--- config.mk ---
export PLATFORM = sky130hd
export DESIGN_NAME = pc_sequencer
export DESIGN_NICKNAME = d
export VERILOG_FILES = /design/src/rtl/pc_seq_pkg.sv /design/src/rtl/ret_stack.sv /design/src/rtl/pc_sequencer.sv
export SDC_FILE = /design/constraint.sdc
export NUM_CORES = 1
export LEC_CHECK = 0
export ABC_AREA = 1
export BUFFER_PORTS_ARGS = -buffer_cell sky130_fd_sc_hd__buf_2
export CORE_MARGIN = 3
export CORE_UTILIZATION = 30
export CTS_CLUSTER_DIAMETER = 50
export CTS_CLUSTER_SIZE = 24
export DETAILED_ROUTE_END_ITERATION = 8
export PLACE_DENSITY = 0.55
export SYNTH_ARGS = -nofsm -noshare
export SYNTH_HDL_FRONTEND = slang
export SYNTH_HIERARCHICAL = 1
export SYNTH_SLANG_ARGS = --single-unit
--- constraint.sdc ---
create_clock -name clk -period 7.41 [get_ports clk]
set_input_delay 0.741 -clock clk [delete_from_list [all_inputs] [get_ports clk]]
set_output_delay 0.741 -clock clk [all_outputs]
set_load 0.03 [all_outputs]
--- src/rtl/pc_seq_pkg.sv ---
// Shared definitions for the program-counter sequencer: op encoding,
// default vectors and the stack-pointer width helper.
package pc_seq_pkg;

    localparam int DEF_AW = 10;

    localparam logic [DEF_AW-1:0] DEF_RESET_VEC = 10'h000;
    localparam logic [DEF_AW-1:0] DEF_IRQ_VEC   = 10'h3F0;

    localparam logic [2:0] OP_INC  = 3'd0;
    localparam logic [2:0] OP_HOLD = 3'd1;
    localparam logic [2:0] OP_JMP  = 3'd2;
    localparam logic [2:0] OP_BRR  = 3'd3;
    localparam logic [2:0] OP_CALL = 3'd4;
    localparam logic [2:0] OP_RET  = 3'd5;
    localparam logic [2:0] OP_RETI = 3'd6;
    localparam logic [2:0] OP_RSV  = 3'd7;

    // The stack pointer must be able to count 0..depth inclusive.
    function automatic int sp_width(input int depth);
        return $clog2(depth + 1);
    endfunction

endpackage

--- src/rtl/ret_stack.sv ---
// Return-address LIFO. Push writes entry[sp] and increments sp; pop
// decrements sp. The top entry (entry[sp-1]) is presented combinationally
// so a pop can load the PC in the same cycle it is requested.
module ret_stack
    import pc_seq_pkg::*;
#(
    parameter int AW    = 10,
    parameter int DEPTH = 4,
    parameter int SPW   = sp_width(DEPTH)
) (
    input  logic          clk,
    input  logic          rst,
    input  logic          push,
    input  logic          pop,
    input  logic [AW-1:0] din,
    output logic [AW-1:0] top,
    output logic [SPW-1:0] sp,
    output logic          full,
    output logic          empty
);

    logic [AW-1:0]  mem [DEPTH];
    logic [SPW-1:0] sp_reg;

    assign sp    = sp_reg;
    assign full  = (sp_reg == SPW'(DEPTH));
    assign empty = (sp_reg == '0);

    // Storage write: a guarded push lands in the slot addressed by sp.
    always_ff @(posedge clk) begin
        for (int i = 0; i < DEPTH; i++) begin
            if (push && !full && sp_reg == SPW'(i))
                mem[i] <= din;
        end
    end

    // Top-of-stack read; zero when empty (the caller never uses it then).
    always_comb begin
        top = '0;
        for (int i = 0; i < DEPTH; i++) begin
            if (sp_reg == SPW'(i + 1))
                top = mem[i];
        end
    end

    // Stack pointer: at most one push or pop per cycle, guarded at the limits.
    always_ff @(posedge clk) begin
        if (rst)
            sp_reg <= '0;
        else if (push && !full)
            sp_reg <= sp_reg + SPW'(1);
        else if (pop && !empty)
            sp_reg <= sp_reg - SPW'(1);
    end

endmodule

--- src/rtl/pc_sequencer.sv ---
// Fetch-stage program counter: opcode-driven next-PC select, call/return
// through a hardware stack, and single-level interrupt entry/exit.
module pc_sequencer
    import pc_seq_pkg::*;
#(
    parameter int            AW          = 10,
    parameter int            STACK_DEPTH = 4,
    parameter logic [AW-1:0] RESET_VEC   = AW'(DEF_RESET_VEC),
    parameter logic [AW-1:0] IRQ_VEC     = AW'(DEF_IRQ_VEC)
) (
    input  logic                               clk,
    input  logic                               rst,
    input  logic                               stall,
    input  logic [2:0]                         op,
    input  logic [AW-1:0]                      badr,
    input  logic                               irq,
    output logic [AW-1:0]                      pc,
    output logic [sp_width(STACK_DEPTH)-1:0]   sp,
    output logic                               stk_full,
    output logic                               stk_empty,
    output logic                               in_isr,
    output logic                               irq_ack,
    output logic                               err_ovf,
    output logic                               err_unf
);

    localparam int SPW = sp_width(STACK_DEPTH);

    logic [AW-1:0] pc_reg, pc_next;
    logic          in_isr_reg, in_isr_next;
    logic          irq_ack_reg, irq_ack_next;
    logic          err_ovf_reg, err_ovf_next;
    logic          err_unf_reg, err_unf_next;
    logic          push, pop;
    logic [AW-1:0] push_data;
    logic [AW-1:0] stk_top;
    logic          irq_take;

    ret_stack #(
        .AW    (AW),
        .DEPTH (STACK_DEPTH),
        .SPW   (SPW)
    ) u_stack (
        .clk   (clk),
        .rst   (rst),
        .push  (push),
        .pop   (pop),
        .din   (push_data),
        .top   (stk_top),
        .sp    (sp),
        .full  (stk_full),
        .empty (stk_empty)
    );

    // Interrupt wins over the op, but only if there is room to save the PC;
    // otherwise it simply stays pending.
    assign irq_take = !stall && irq && !in_isr_reg && !stk_full;

    // State register: everything updates together, reset overrides all.
    always_ff @(posedge clk) begin
        if (rst) begin
            pc_reg      <= RESET_VEC;
            in_isr_reg  <= 1'b0;
            irq_ack_reg <= 1'b0;
            err_ovf_reg <= 1'b0;
            err_unf_reg <= 1'b0;
        end else begin
            pc_reg      <= pc_next;
            in_isr_reg  <= in_isr_next;
            irq_ack_reg <= irq_ack_next;
            err_ovf_reg <= err_ovf_next;
            err_unf_reg <= err_unf_next;
        end
    end

    // Next-state select: stall freezes, then interrupt entry, then the op.
    always_comb begin
        pc_next      = pc_reg;
        in_isr_next  = in_isr_reg;
        irq_ack_next = 1'b0;
        err_ovf_next = err_ovf_reg;
        err_unf_next = err_unf_reg;
        push         = 1'b0;
        pop          = 1'b0;
        push_data    = pc_reg;
        if (stall) begin
            // hold everything; irq_ack drops
        end else if (irq_take) begin
            // Save the interrupted PC itself so it re-executes on return.
            push         = 1'b1;
            push_data    = pc_reg;
            pc_next      = IRQ_VEC;
            in_isr_next  = 1'b1;
            irq_ack_next = 1'b1;
        end else begin
            case (op)
                OP_INC:  pc_next = pc_reg + AW'(1);
                OP_JMP:  pc_next = badr;
                OP_BRR:  pc_next = pc_reg + badr;
                OP_CALL: begin
                    if (stk_full) begin
                        err_ovf_next = 1'b1;
                    end else begin
                        push      = 1'b1;
                        push_data = pc_reg + AW'(1);
                        pc_next   = badr;
                    end
                end
                OP_RET, OP_RETI: begin
                    if (stk_empty) begin
                        err_unf_next = 1'b1;
                    end else begin
                        pop     = 1'b1;
                        pc_next = stk_top;
                        if (op == OP_RETI)
                            in_isr_next = 1'b0;
                    end
                end
                default: pc_next = pc_reg;   // HOLD and reserved
            endcase
        end
    end

    // Outputs straight from the registers.
    always_comb begin
        pc      = pc_reg;
        in_isr  = in_isr_reg;
        irq_ack = irq_ack_reg;
        err_ovf = err_ovf_reg;
        err_unf = err_unf_reg;
    end

endmodule

==> out/results.txt, run 1 <==
R2R depth: 9
Clk buf depth: 2
Worst IR drop on VDD: 0.000104 V
Routed WL: 9.31 mm
Input/output buffers: 35
Status: finished clean
Critical Path AT: 3.27 ns
Die width: 116 um
Syn Inst Count: 477
Total track usage: 14.5%
Total grt overflow: 0
Final setup fails: 0
# fillers: 1172
Pwr Total: 1100 uW
Measured slew at the worst slew-check pin: 1.31 ns
Post-route ant nets: 0
Synth top area share: 32.9%
Htree depth: 3
HPWL Detailed: 7.26 mm
Antenna violations before repair: 0
CP max FO: 23
Drt pass-1 iters: 4
Number of global-route vias before repair: 2939
Fmax: 0.299 GHz
Reg2Reg Capture Point: u_stack/mem[2][7]
Worst-skew pair later-pin latency: 0.32 ns
Pre-CTS WS: 4.04 ns
Utilization after layout: 36.6%
Worst Hold Launch: err_ovf
Distinct cell type count after synthesis: 35
CP Data Required Time: 7.34 ns
Net count after synthesis: 511
Cts bufs inserted: 9
Antenna cells: 0
Max reg flops: 40
Setup bufs post-CTS: 0
Critical path launch point type: register
# IOs: 36
Final Max Tran Viols: 0
Routed len/inst: 14.0 um
R2r startpoint: u_stack/sp[0]
Cell area after synthesis: 3650 um2
Post-synthesis register bit count: 57
Area contributors post-synth: edfxtp_1 33%, nand2_1 14%, dfxtp_1 9.3%, nor2_1 6.8%, nand3_1 6.4%
Chip Height: 116 um
Largest net degree at the start of global routing: 24
Area Overhead vs Synth: 17.0%
RSZ-0062 raised after global routing: no
LEAKAGE: 0.00196 uW
Setup crit start: u_stack/sp[0]
PD cells: 256 nW/um2
WHS Path Cells: 1
Worst hold endpoint: err_ovf
Number of vias per cell: 4.73
Final Wtd Congestion: 0.867
Prevailing post-synth register cell: edfxtp_1
Critical path class: register to register
Setup_tns: 0 ns
Cell Chain, Critical Path: inv_1, ha_1, nand2_4, inv_2, nor2_4, nand3_1, nand2_1, inv_1, nor3_1
Residual DRC: 0
Fin nets: 549
Die Area: 13500 um2
Post-CTS sizing: 0
Worst path slowest cell: nor3_1
Syn avg cell area: 7.65 um2
CP max stage delay: 1.04 ns
R2R setup slack: 4.07 ns
Total of max-cap violations: 0
Initial Utilization: 31.3%
Synth warn: 6
Layout cell share with drive strength beyond 1: 14.6%
CP Capture Type: register
Placement Rows: 39
Clock Tree Root: clkbuf_16
First-pass GRT wire length: 15.2 mm
Final hold vios: 0
Post-synth EDFFs: 40
Crit path top cell by count: inv_1
Sequential fraction of the synthesis area: 42.2%
CTS clk-pin slew, worst paths: 0.05 ns
DR vias: 3137
FFs w/ async S/R, synth: 0%
CTS tree: done
Worst setup slack after layout: 4.07 ns
Cell taking the most area after synthesis: edfxtp_1
Tcrit/Tclk final: 45.1%
Clock Skews: 0.00598 ns
Initial DRC Count: 173
Clock sink total: 57
Rel. slew slack: 12.2%
CORE AREA: 11700 um2
Hold Crit Class: register to register
Hold Buf Count CTS: 0
Min Tclk post-route: 3.34 ns
-- worst max path at each step --
stage,end,slack [ns]
floorplan,u_stack/mem[2][0],4.29
global placement,u_stack/mem[2][7],4.23
detailed placement,u_stack/mem[2][7],4.04
CTS,u_stack/mem[2][7],4.02
global route,u_stack/mem[2][7],3.75
finish,u_stack/mem[2][7],4.07
-- synthesized netlist by cell type (6+ instances only) --
master	instances
dfxtp_1	17
a21oi_1	23
nand4_1	7
nor2_1	66
inv_1	52
nand3b_1	6
nand3_1	47
ha_1	16
edfxtp_1	40
o21ai_0	14
nand2_1	133
-- cells in the final DEF (no fill, tap or decap), types with 2 or more instances in the layout --
cell        instances
inv_2               5
nand3_1            47
nand2_1           133
clkbuf_16           9
buf_2              35
nand2_4             3
dfxtp_1            17
bufinv_16           2
clkinvlp_4          4
nor2_4              5
inv_1              52
a21oi_1            23
xnor2_1             3
buf_4               2
nor3_1              3
a22o_1              5
edfxtp_1           40
or2_2               2
nand4_1             7
nand2_2             3
o21ai_0            14
nor2_1             66
nand3b_1            6
o21a_1              2
xor2_1              5
ha_1               16
-- stage by stage --
step / instance area, um2 / hold WS [ns] / instances
floorplan: 3650 / 0.621 / 477
global placement: 3950 / 0.449 / 647
detailed placement: 3950 / 0.454 / 647
CTS: 4270 / 0.467 / 663
global route: 4270 / 0.478 / 663
finish: 4270 / 0.463 / 663
-- cells by family (layout without fill, tap and decap cells) --
logic type                 count (synthesis)  count (layout)  share of synthesized area, %
adders and majority gates                 17              17                          6.03
buffers and inverters                     68             111                          7.88
DFF                                       57              57                          42.2
xor gates and xnor gates                   8               8                          1.92
and+or+nand+nor                          279             279                          34.4
AOI/OAI and AO/OA                         48              48                          7.51
-- critical path: cells and delay by family (launching register included) --
family | cells | cell delay, ns
and+or+nand+nor | 5 | 1.87
buffers and inverters | 3 | 0.40
DFF | 1 | 0.38
adders and majority gates | 1 | 0.28
-- final cells by class --
class                      instances  area [um2]  area share [%]
multi-input combinational        352        1820            42.6
tap                              143         179            4.19
sequential                        57        1540            36.1
clock inverter                     7        95.1            2.23
timing repair buffer              37         190            4.45
clock buffer                       9         225            5.27
inverter                          58         220            5.16
-- metal layers --
metal,part of all wire (%),vias to the layer above,GRT usage [%]
met5,0,-,0
met4,1.6,0,5.26
met3,3.6,10,2.18
met2,46,66,22.9
met1,48,1417,20.1
li1,-,1644,-
-- report_power, final --
group / internal, uW / switching, uW / leakage, uW / total (uW)
sequential: 368 / 22.8 / 0.000511 / 391
combinational: 82.7 / 181 / 0.00131 / 264
clock: 293 / 147 / 0.000144 / 440
total: 744 / 351 / 0.00196 / 1100
Note: power is estimated with default switching activity, not from simulation.
==> run 2: changes to the inputs <==
==> constraint.sdc (replaced) <==
create_clock -name clk -period 3.5 [get_ports clk]
set_input_delay 0.35 -clock clk [delete_from_list [all_inputs] [get_ports clk]]
set_output_delay 0.35 -clock clk [all_outputs]
set_load 0.03 [all_outputs]
==> run 2 against run 1 <==
Compared with the run above:
- design area is 1.1% higher
- clock skew is 0.0013 ns lower
- setup slack worse by 3.2 ns
- critical path type unchanged
==> out/results.txt, run 2 (synthesis results as in run 1) <==
Status: finished clean
CP max stage delay: 0.39 ns
Commonest non-fill, non-tap cell in the layout: nand2_1
Input/output buffers: 35
Seq pwr share: 34.6%
Setup crit start: u_stack/sp[0]
Total of max-cap violations: 0
Setup bufs post-CTS: 0
CORE AREA: 11700 um2
M1 GR Usage: 20.5%
CP Data Required Time: 3.53 ns
Reg2Reg Capture Point: u_stack/mem[2][7]
Fmax: 0.380 GHz
Non-filler instance count after layout: 666
CP max FO: 23
Total grt overflow: 0
Post-CTS sizing: 0
Worst path slowest cell: dfxtp_1
LEAKAGE: 0.00200 uW
Most frequent cells in the layout: 133 x nand2_1, 66 x nor2_1, 52 x inv_1
Hold Crit Class: input pin to register
Antenna violations before repair: 0
CTS clk-pin slew, worst paths: 0.06 ns
Cell Chain, Critical Path: inv_1, ha_1, nand2_4, inv_2, nor2_4, nand3_1, nand2_1, inv_1, nor3_1, buf_4
RSZ-0062 raised after global routing: no
Combinational power share: 23.4%
Worst Hold Launch: rst
Final setup fails: 0
Die width: 116 um
Min Tclk post-route: 2.63 ns
Switch share: 30.9%
Routed len/inst: 13.9 um
Rel. slew slack: 57.2%
Setup_tns: 0 ns
Worst-skew pair later-pin latency: 0.32 ns
GR Util met3: 1.71%
DR vias: 3213
Tcrit/Tclk final: 75.2%
Crit path top cell by count: inv_1
Hold Buf Count CTS: 0
Clock Skews: 0.00466 ns
Setup crit end: u_stack/mem[2][7]
Max reg flops: 40
Initial DRC Count: 219
Clock sink total: 57
R2R depth: 10
Final Wtd Congestion: 0.818
CP Capture Type: register
Clk buf depth: 2
Layout cell share with drive strength beyond 1: 15.1%
R2R setup slack: 0.87 ns
Htree depth: 3
Initial Utilization: 31.3%
Switch Pwr: 738 uW
CTS tree: done
Critical Path AT: 2.66 ns
Drt pass-1 iters: 4
Total track usage: 14.4%
Measured slew at the worst slew-check pin: 0.641 ns
Post-route ant nets: 0
Chip Height: 116 um
Utilization after layout: 37.0%
Fin nets: 552
Final hold vios: 0
Residual DRC: 0
Placement Rows: 39
Cts bufs inserted: 9
Most Crowded Layer GR: met2
PD cells: 553 nW/um2
Worst IR drop on VDD: 0.000174 V
Routed WL: 9.27 mm
Area Overhead vs Synth: 18.3%
Die Area: 13500 um2
DP Cell Count: 650
Largest net degree at the start of global routing: 24
Clock Tree Root: clkbuf_16
First-pass GRT wire length: 15.3 mm
Critical path launch point type: register
Critical path class: register to register
Number of global-route vias before repair: 3051
HPWL Detailed: 7.14 mm
Final Max Tran Viols: 0
Grt met2 use: 23.1%
Pint: 1650 uW
R2r startpoint: u_stack/sp[0]
Clock power share: 41.9%
Number of vias per cell: 4.82
# IOs: 36
Antenna cells: 0
[run 2: worst min path at each step]
stage	end	slack (ns)	cells past startpoint
2_1_floorplan	u_stack/sp[1]	0.51	3
3_3_place_gp	err_ovf	0.45	1
3_5_place_dp	err_ovf	0.45	1
4_1_cts	in_isr	0.37	2
5_1_grt	in_isr	0.38	2
6_report	in_isr	0.37	2
[run 2: worst max-delay path: cells and delay by family (launching register included)]
family,cells,cell delay (ns)
and+or+nand+nor,5,1.03
adders and majority gates,1,0.28
buffers and inverters,4,0.63
DFF,1,0.39
[run 2: through the flow]
stage | total power [uW] | hold WS (ns) | worst slack (ns) | area, um2
after detailed placement | 1400 | 0.455 | 0.870 | 3970
final | 2390 | 0.370 | 0.870 | 4320
after floorplan | 1250 | 0.511 | 0.377 | 3650
after global routing | 2530 | 0.383 | 0.553 | 4320
after CTS | 2410 | 0.365 | 0.848 | 4320
after global placement | 1400 | 0.445 | 1.00 | 3970
[run 2: area by class of cell]
type                            count  area, um2
Multi-Input combinational cell    352       1820
Clock buffer                        9        225
Tap cell                          143        179
Sequential cell                    57       1540
Clock inverter                      7        119
Fill cell                        1196       7340
Inverter                           58        220
Timing Repair Buffer               40        213
[run 2: power groups by stage]
| stage | sequential [uW] | clock, uW | combinational (uW) |
|---|---|---|---|
| CTS | 829 | 1020 | 564 |
| global placement | 841 | 0 | 556 |
| detailed placement | 842 | 0 | 561 |
| finish | 828 | 1000 | 560 |
| global route | 834 | 1060 | 634 |
| floorplan | 862 | 0 | 385 |
[run 2: layer usage]
| layer | vias up | part of all wire, % |
|---|---|---|
| met5 | - | 0 |
| met1 | 1482 | 49 |
| li1 | 1659 | - |
| met2 | 61 | 46 |
| met4 | 0 | 1.5 |
| met3 | 11 | 3.6 |
